--- src/rtl/adma_atx_cpl_if.sv ---
// rtl/adma_atx_cpl_if.sv - issued-transaction record and AXI B-channel bundle for adma_atx_cpl
// Ports (signals):
//   atx_chn_id / atx_awid / atx_vld / atx_rdy : issued write record handshake
//   m_bid / m_bresp / m_bvalid / m_bready     : AXI write-response channel
// Modports: master drives records and B beats, slave is the completion tracker.
interface adma_atx_cpl_if #(
    parameter int DMA_CHN_NUM = 4,
    parameter int MST_ID_W    = 5
) ();
    localparam int DMA_CHN_NUM_W = $clog2(DMA_CHN_NUM);

    logic [DMA_CHN_NUM_W-1:0] atx_chn_id;
    logic [MST_ID_W-1:0]      atx_awid;
    logic                     atx_vld;
    logic                     atx_rdy;
    logic [MST_ID_W-1:0]      m_bid;
    logic [1:0]               m_bresp;
    logic                     m_bvalid;
    logic                     m_bready;

    modport master (
        output atx_chn_id, atx_awid, atx_vld, m_bid, m_bresp, m_bvalid,
        input  atx_rdy, m_bready
    );

    modport slave (
        input  atx_chn_id, atx_awid, atx_vld, m_bid, m_bresp, m_bvalid,
        output atx_rdy, m_bready
    );
endinterface

--- src/rtl/adma_atx_cpl.sv ---
// rtl/adma_atx_cpl.sv - outstanding write-transaction table matching AXI B responses to DMA channels
// Ports:
//   clk, rst_n     : clock, asynchronous active-low reset
//   bus (slave)    : issued record push (atx_*) and AXI B channel (m_b*)
//   atx_done[]     : per-channel one-cycle completion pulse
//   atx_slverr     : one-cycle pulse, completed response carried an error status
//   atx_unexp_bid  : one-cycle pulse, B beat matched no outstanding entry
//   ostd_cnt       : number of outstanding entries
module adma_atx_cpl #(
    parameter int  DMA_CHN_NUM   = 4,
    parameter int  MST_ID_W      = 5,
    parameter int  ATX_NUM_OSTD  = DMA_CHN_NUM,
    localparam int DMA_CHN_NUM_W = $clog2(DMA_CHN_NUM),
    localparam int OSTD_CNT_W    = $clog2(ATX_NUM_OSTD + 1)
) (
    input  logic                  clk,
    input  logic                  rst_n,
    adma_atx_cpl_if.slave         bus,
    output logic                  atx_done [DMA_CHN_NUM],
    output logic                  atx_slverr,
    output logic                  atx_unexp_bid,
    output logic [OSTD_CNT_W-1:0] ostd_cnt
);

    // Table is kept compacted: index 0 is the oldest, entries [0, ostd_cnt) are valid.
    logic                     t_vld [ATX_NUM_OSTD];
    logic [MST_ID_W-1:0]      t_id  [ATX_NUM_OSTD];
    logic [DMA_CHN_NUM_W-1:0] t_chn [ATX_NUM_OSTD];

    // One extra invalid slot so the shift-down of the youngest entry needs no special case.
    logic                     x_vld [ATX_NUM_OSTD+1];
    logic [MST_ID_W-1:0]      x_id  [ATX_NUM_OSTD+1];
    logic [DMA_CHN_NUM_W-1:0] x_chn [ATX_NUM_OSTD+1];

    logic                     n_vld [ATX_NUM_OSTD];
    logic [MST_ID_W-1:0]      n_id  [ATX_NUM_OSTD];
    logic [DMA_CHN_NUM_W-1:0] n_chn [ATX_NUM_OSTD];

    logic                     push;
    logic                     b_acc;
    logic                     hit;
    logic [DMA_CHN_NUM_W-1:0] hit_chn;
    logic [OSTD_CNT_W-1:0]    push_idx;
    logic [OSTD_CNT_W-1:0]    cnt_nxt;
    logic [DMA_CHN_NUM-1:0]   done_q;
    logic [DMA_CHN_NUM-1:0]   done_nxt;
    logic                     slverr_nxt;
    logic                     unexp_nxt;

    // Both ready terms are held low during reset; otherwise B is always accepted and
    // record acceptance depends only on the registered count (no pop bypass).
    assign bus.m_bready = rst_n;
    assign bus.atx_rdy  = rst_n && (ostd_cnt < OSTD_CNT_W'(ATX_NUM_OSTD));
    assign push         = bus.atx_vld && bus.atx_rdy;
    assign b_acc        = bus.m_bvalid && bus.m_bready;

    always_comb begin
        for (int i = 0; i < ATX_NUM_OSTD; i++) begin
            x_vld[i] = t_vld[i];
            x_id[i]  = t_id[i];
            x_chn[i] = t_chn[i];
        end
        x_vld[ATX_NUM_OSTD] = 1'b0;
        x_id[ATX_NUM_OSTD]  = '0;
        x_chn[ATX_NUM_OSTD] = '0;

        hit     = 1'b0;
        hit_chn = '0;
        // The match search only sees the registered table, so a record pushed this
        // cycle cannot complete in the same cycle. Once hit is set, the matched slot
        // and every younger slot take the next-younger entry.
        for (int i = 0; i < ATX_NUM_OSTD; i++) begin
            if (b_acc && !hit && t_vld[i] && (t_id[i] == bus.m_bid)) begin
                hit     = 1'b1;
                hit_chn = t_chn[i];
            end
            if (hit) begin
                n_vld[i] = x_vld[i+1];
                n_id[i]  = x_id[i+1];
                n_chn[i] = x_chn[i+1];
            end else begin
                n_vld[i] = x_vld[i];
                n_id[i]  = x_id[i];
                n_chn[i] = x_chn[i];
            end
        end

        // New record lands just past the youngest surviving entry.
        push_idx = ostd_cnt - OSTD_CNT_W'(hit);
        for (int i = 0; i < ATX_NUM_OSTD; i++) begin
            if (push && (OSTD_CNT_W'(i) == push_idx)) begin
                n_vld[i] = 1'b1;
                n_id[i]  = bus.atx_awid;
                n_chn[i] = bus.atx_chn_id;
            end
        end

        cnt_nxt  = ostd_cnt - OSTD_CNT_W'(hit) + OSTD_CNT_W'(push);

        done_nxt = '0;
        if (hit) begin
            done_nxt[hit_chn] = 1'b1;
        end
        slverr_nxt = hit && (bus.m_bresp != 2'b00);
        unexp_nxt  = b_acc && !hit;
    end

    always_ff @(posedge clk or negedge rst_n) begin
        if (!rst_n) begin
            for (int i = 0; i < ATX_NUM_OSTD; i++) begin
                t_vld[i] <= 1'b0;
                t_id[i]  <= '0;
                t_chn[i] <= '0;
            end
            ostd_cnt      <= '0;
            done_q        <= '0;
            atx_slverr    <= 1'b0;
            atx_unexp_bid <= 1'b0;
        end else begin
            for (int i = 0; i < ATX_NUM_OSTD; i++) begin
                t_vld[i] <= n_vld[i];
                t_id[i]  <= n_id[i];
                t_chn[i] <= n_chn[i];
            end
            ostd_cnt      <= cnt_nxt;
            done_q        <= done_nxt;
            atx_slverr    <= slverr_nxt;
            atx_unexp_bid <= unexp_nxt;
        end
    end

    always_comb begin
        for (int c = 0; c < DMA_CHN_NUM; c++) begin
            atx_done[c] = done_q[c];
        end
    end

endmodule

--- src/flat_wrapper.sv ---
// flat-port wrapper written by rule: the top's interface ports become plain ports
module adma_atx_cpl_flat 
#(
    parameter int  DMA_CHN_NUM   = 4,
    parameter int  MST_ID_W      = 5,
    parameter int  ATX_NUM_OSTD  = DMA_CHN_NUM,
    localparam int DMA_CHN_NUM_W = $clog2(DMA_CHN_NUM),
    localparam int OSTD_CNT_W    = $clog2(ATX_NUM_OSTD + 1)
)
  (clk, rst_n, atx_done, atx_slverr, atx_unexp_bid, ostd_cnt, bus_atx_chn_id, bus_atx_awid, bus_atx_vld, bus_m_bid, bus_m_bresp, bus_m_bvalid, bus_atx_rdy, bus_m_bready);
  adma_atx_cpl_if #(.DMA_CHN_NUM(DMA_CHN_NUM), .MST_ID_W(MST_ID_W)) bus_i ();
  input  logic clk;
  input  logic rst_n;
  output logic atx_done[DMA_CHN_NUM];
  output logic atx_slverr;
  output logic atx_unexp_bid;
  output logic [OSTD_CNT_W-1:0] ostd_cnt;
  input wire logic [$bits(bus_i.atx_chn_id)-1:0] bus_atx_chn_id;
  input wire logic [$bits(bus_i.atx_awid)-1:0] bus_atx_awid;
  input wire logic [$bits(bus_i.atx_vld)-1:0] bus_atx_vld;
  input wire logic [$bits(bus_i.m_bid)-1:0] bus_m_bid;
  input wire logic [$bits(bus_i.m_bresp)-1:0] bus_m_bresp;
  input wire logic [$bits(bus_i.m_bvalid)-1:0] bus_m_bvalid;
  output wire logic [$bits(bus_i.atx_rdy)-1:0] bus_atx_rdy;
  output wire logic [$bits(bus_i.m_bready)-1:0] bus_m_bready;
  assign bus_i.atx_chn_id = bus_atx_chn_id;
  assign bus_i.atx_awid = bus_atx_awid;
  assign bus_i.atx_vld = bus_atx_vld;
  assign bus_i.m_bid = bus_m_bid;
  assign bus_i.m_bresp = bus_m_bresp;
  assign bus_i.m_bvalid = bus_m_bvalid;
  assign bus_atx_rdy = bus_i.atx_rdy;
  assign bus_m_bready = bus_i.m_bready;
  adma_atx_cpl #(.DMA_CHN_NUM(DMA_CHN_NUM), .MST_ID_W(MST_ID_W), .ATX_NUM_OSTD(ATX_NUM_OSTD)) u_core (.clk(clk), .rst_n(rst_n), .bus(bus_i), .atx_done(atx_done), .atx_slverr(atx_slverr), .atx_unexp_bid(atx_unexp_bid), .ostd_cnt(ostd_cnt));
endmodule
--- config.mk ---
export PLATFORM = sky130hd
export DESIGN_NAME = adma_atx_cpl_flat
export DESIGN_NICKNAME = d
export VERILOG_FILES = /design/src/rtl/adma_atx_cpl_if.sv /design/src/rtl/adma_atx_cpl.sv /design/src/flat_wrapper.sv
export SDC_FILE = /design/constraint.sdc
export NUM_CORES = 1
export LEC_CHECK = 0
export ABC_AREA = 1
export BUFFER_PORTS_ARGS = -buffer_cell sky130_fd_sc_hd__buf_2
export CAP_MARGIN = 20
export CELL_PAD_IN_SITES_DETAIL_PLACEMENT = 1
export CELL_PAD_IN_SITES_GLOBAL_PLACEMENT = 2
export CORE_MARGIN = 3
export CORE_UTILIZATION = 34
export DETAILED_ROUTE_END_ITERATION = 7
export PLACE_DENSITY = 0.87
export SYNTH_ARGS = -nofsm -noshare
export SYNTH_HDL_FRONTEND = slang
export SYNTH_SLANG_ARGS = --single-unit
export TNS_END_PERCENT = 30
--- constraint.sdc ---
create_clock -name clk -period 3.3 [get_ports clk]
set_input_delay 0.165 -clock clk [delete_from_list [all_inputs] [get_ports clk]]
set_output_delay 0.165 -clock clk [all_outputs]
set_load 0.1 [all_outputs]
==> flow_summary.yaml <==
setup_path:
  crit_type: "in2reg"
  crit_path_end_kind: "flip-flop"
  r2r_setup_slack_ns: 0.43
  path_common_cell: "nand2_1"
  crit_required_ns: 3.49
  path_max_fanout: 15
  start_kind: "primary input"
  crit_arrival_ns: 3.23
  critPathMaxStageDelay_ns: 0.53
  path_cells: "dlygate4sd3_1 -> buf_2 -> nand2_1 -> inv_1 -> nand2_1 -> nor2_2 -> nand3_4 -> nand2_4 -> nor2_4 -> nand2_4 -> ha_1 -> ha_2 -> xnor2_4 -> nand4_2 -> inv_2 -> nand2_1 -> o211ai_2 -> o21ai_2"
  cp_slowest_cell: "dlygate4sd3_1"
floorplanning:
  die-area_um2: 8270
  io-pin-count: 29
  initial_core_util: 0.355
  die_x_um: 90.9
  design.core.area_um2: 6910
  die_y_um: 90.9
  fp-row-count: 30
layout:
  multi_input_area_um2: 1210
  fillers: 863
  areaGrowthSynthToFinish_pct: 16.9
  nets: 367
  stdcell_count: 443
  register_area_um2: 1030
  drive_gt1_frac: 0.222
  diodes: 0
sta:
  skew_ns: 0.0105
  period_minus_slack_ns: 3.04
  fin_crit_sh: 0.920
  fin_setup_tns_ns: 0
  rsz0062_at_grt: "no"
  hold_viol_final: 0
  setup_viol_count_final: 0
  tightestPinTransition_ns: 0.488
  fmax_mhz: 329
  slew_headroom: 0.677
  slew_violations: 0
flow_run:
  maxCapViolations: 0
detailed_routing:
  top_layer_used: "met4"
  vias: 2134
  wl_met3_um: 189
  wl_met1_um: 3100
  wl_met2_um: 3290
  drc: 0
  wl_per_cell_um: 15.1
  drtAntennaViolNets: 0
  routed_wirelength_um: 6670
  drt-initial-drc-count: 54
  dr.pass1.iters: 4
  vias_per_cell: 4.82
clock_network:
  clk_latency_ns: 0.30
  htreeDepth: 2
  clk_pin_slew_ns: 0.09
  cts.sinks: 41
  cts_tree: "done"
  numCtsBuffers: 5
  clockBufferDepth: 2
  root_buffer: "clkbuf_8"
grt:
  grt_pass1_vias: 2256
  track_usage: 0.172
  grt-ovfl-total: 0
  grt_pass1_wl_um: 11100
  antenna_found_initial: 0
  grt_start_max_net_pins: 28
logic_synthesis:
  yosys.area.top_type: "dfrtp_1"
  syn-num-nets: 333
  synth-seq-cells: 41
  yosysWarnings: 0
  synthArstFlopShare: 1.00
  ys_types: 30
  synth-edff-count: 0
  synth.avg_cell_area_um2: 7.86
  synth.area.top_cells: "dfrtp_1 (42%), nand2_1 (14%), inv_1 (6.6%), o211ai_1 (4.3%), nor2_1 (3.1%)"
  synthCells: 312
  netlist_area_um2: 2450
  ys.flop_type: "dfrtp_1"
  synth_top_cells_by_count: "nand2_1 (92), inv_1 (43), dfrtp_1 (41)"
  yosysMostFrequentCell: "nand2_1"
  yosysSeqAreaShare: 0.418
  netlist.area_leader.share: 0.418
outcome:
  outcome: "finished, final reports clean"
placement:
  dp_cells: 432
  io_buffers: 28
  dp_hpwl_um: 5120
  gp_congestion: 0.798
power_and_ir_drop:
  p_leak_nw: 1.51
  power_density_nw_per_um2: 833
  peakVddDrop_uv: 267
hold_path:
  hold_path.class: "in2reg"
-- what timing repair did --
action	4_1_cts	5_1_grt
setup endpoints to repair	0	21
setup buffers	0	2
hold endpoints to repair	41	0
resized for setup	0	6
hold buffers	1	0
-- cells by family (layout without fill, tap and decap cells) --
family / after synthesis / in the layout / share of synthesized area
DFF: 41 / 41 / 0.418
buffers and inverters: 58 / 93 / 0.105
xor gates and xnor gates: 10 / 10 / 0.0388
and+or+nand+nor: 149 / 149 / 0.289
AOI/OAI and AO/OA: 51 / 51 / 0.134
adders and majority gates: 3 / 3 / 0.0153
-- state kept, by name, summed over array words and instances (netlist names) --
signal	flops
u_core.t_vld	4
u_core.ostd_cnt	3
u_core.atx_unexp_bid	1
u_core.t_id	20
u_core.atx_slverr	1
u_core.done_q	4
u_core.t_chn	8
-- layout by cell type (no fill, tap or decap), types with 2 or more instances in the layout --
cell type	instances
nor2_1	20
clkbuf_8	6
ha_1	2
inv_2	6
xor2_1	6
o21ai_1	12
o21ai_0	13
buf_4	7
buf_2	28
xnor2_1	3
dfrtp_1	41
nor2_2	6
a31oi_1	4
nand4_1	5
inv_1	43
nand4_4	2
o211ai_2	2
o21ai_2	3
nand3_4	2
o211ai_1	14
nand3_1	12
nand2_1	92
nor2_4	4
nand2_4	4
-- layer usage --
layer / track usage / up-vias
met5: 0 / -
met4: 0.0490 / 0
met3: 0.0340 / 6
met2: 0.291 / 20
met1: 0.222 / 1047
li1: - / 1061
-- final cells by class --
class                           instances  share of cell area
Inverter                               49              0.0642
Sequential cell                        41               0.358
Multi-Input combinational cell        213               0.423
Clock inverter                          2              0.0131
Clock buffer                            6              0.0288
Tap cell                               96              0.0419
Timing Repair Buffer                   36              0.0707
-- stage by stage --
stage	power [mW]	util	hold slack, ns	worst slack, ns	instance area (µm²)
finish	2.39	0.415	0.0662	0.265	2870
global route	2.57	0.415	0.0539	0.0599	2870
CTS	2.37	0.407	0.0654	0.104	2810
detailed placement	1.93	0.388	0.212	0.314	2680
global placement	1.89	0.388	0.207	0.460	2680
floorplan	1.67	-	-0.131	0.0229	2450
-- path summary, 6_finish.rpt --
check / start / to / cells after the start
min reg2reg: u_core.t_id[4]$_DFFE_PN0P_ / u_core.t_id[4]$_DFFE_PN0P_ / 2
min in group asynchronous: rst_n / u_core.t_id[11]$_DFFE_PN0P_ / 3
max reg2reg: u_core.t_id[17]$_DFFE_PN0P_ / u_core.t_id[8]$_DFFE_PN0P_ / 16
max in group asynchronous: rst_n / u_core.t_chn[2]$_DFFE_PN0P_ / 3
min: bus_m_bresp[0] / u_core.atx_slverr$_DFF_PN0_ / 2
max: rst_n / u_core.t_id[8]$_DFFE_PN0P_ / 18
-- where the power goes --
group          internal [mW]  leakage (nW)  switching, mW  total, mW
clock network          0.246        0.0574          0.191      0.437
registers              0.725         0.510          0.167      0.892
logic                  0.322         0.945          0.737       1.06
-- critical path: cells and delay by family --
| family | cells | cell delay [ns] |
|---|---|---|
| xor gates and xnor gates | 1 | 0.29 |
| buffers and inverters | 4 | 1.09 |
| and+or+nand+nor | 9 | 1.10 |
| AOI/OAI and AO/OA | 2 | 0.19 |
| adders and majority gates | 2 | 0.40 |
Note: power is estimated with default switching activity, not from simulation.
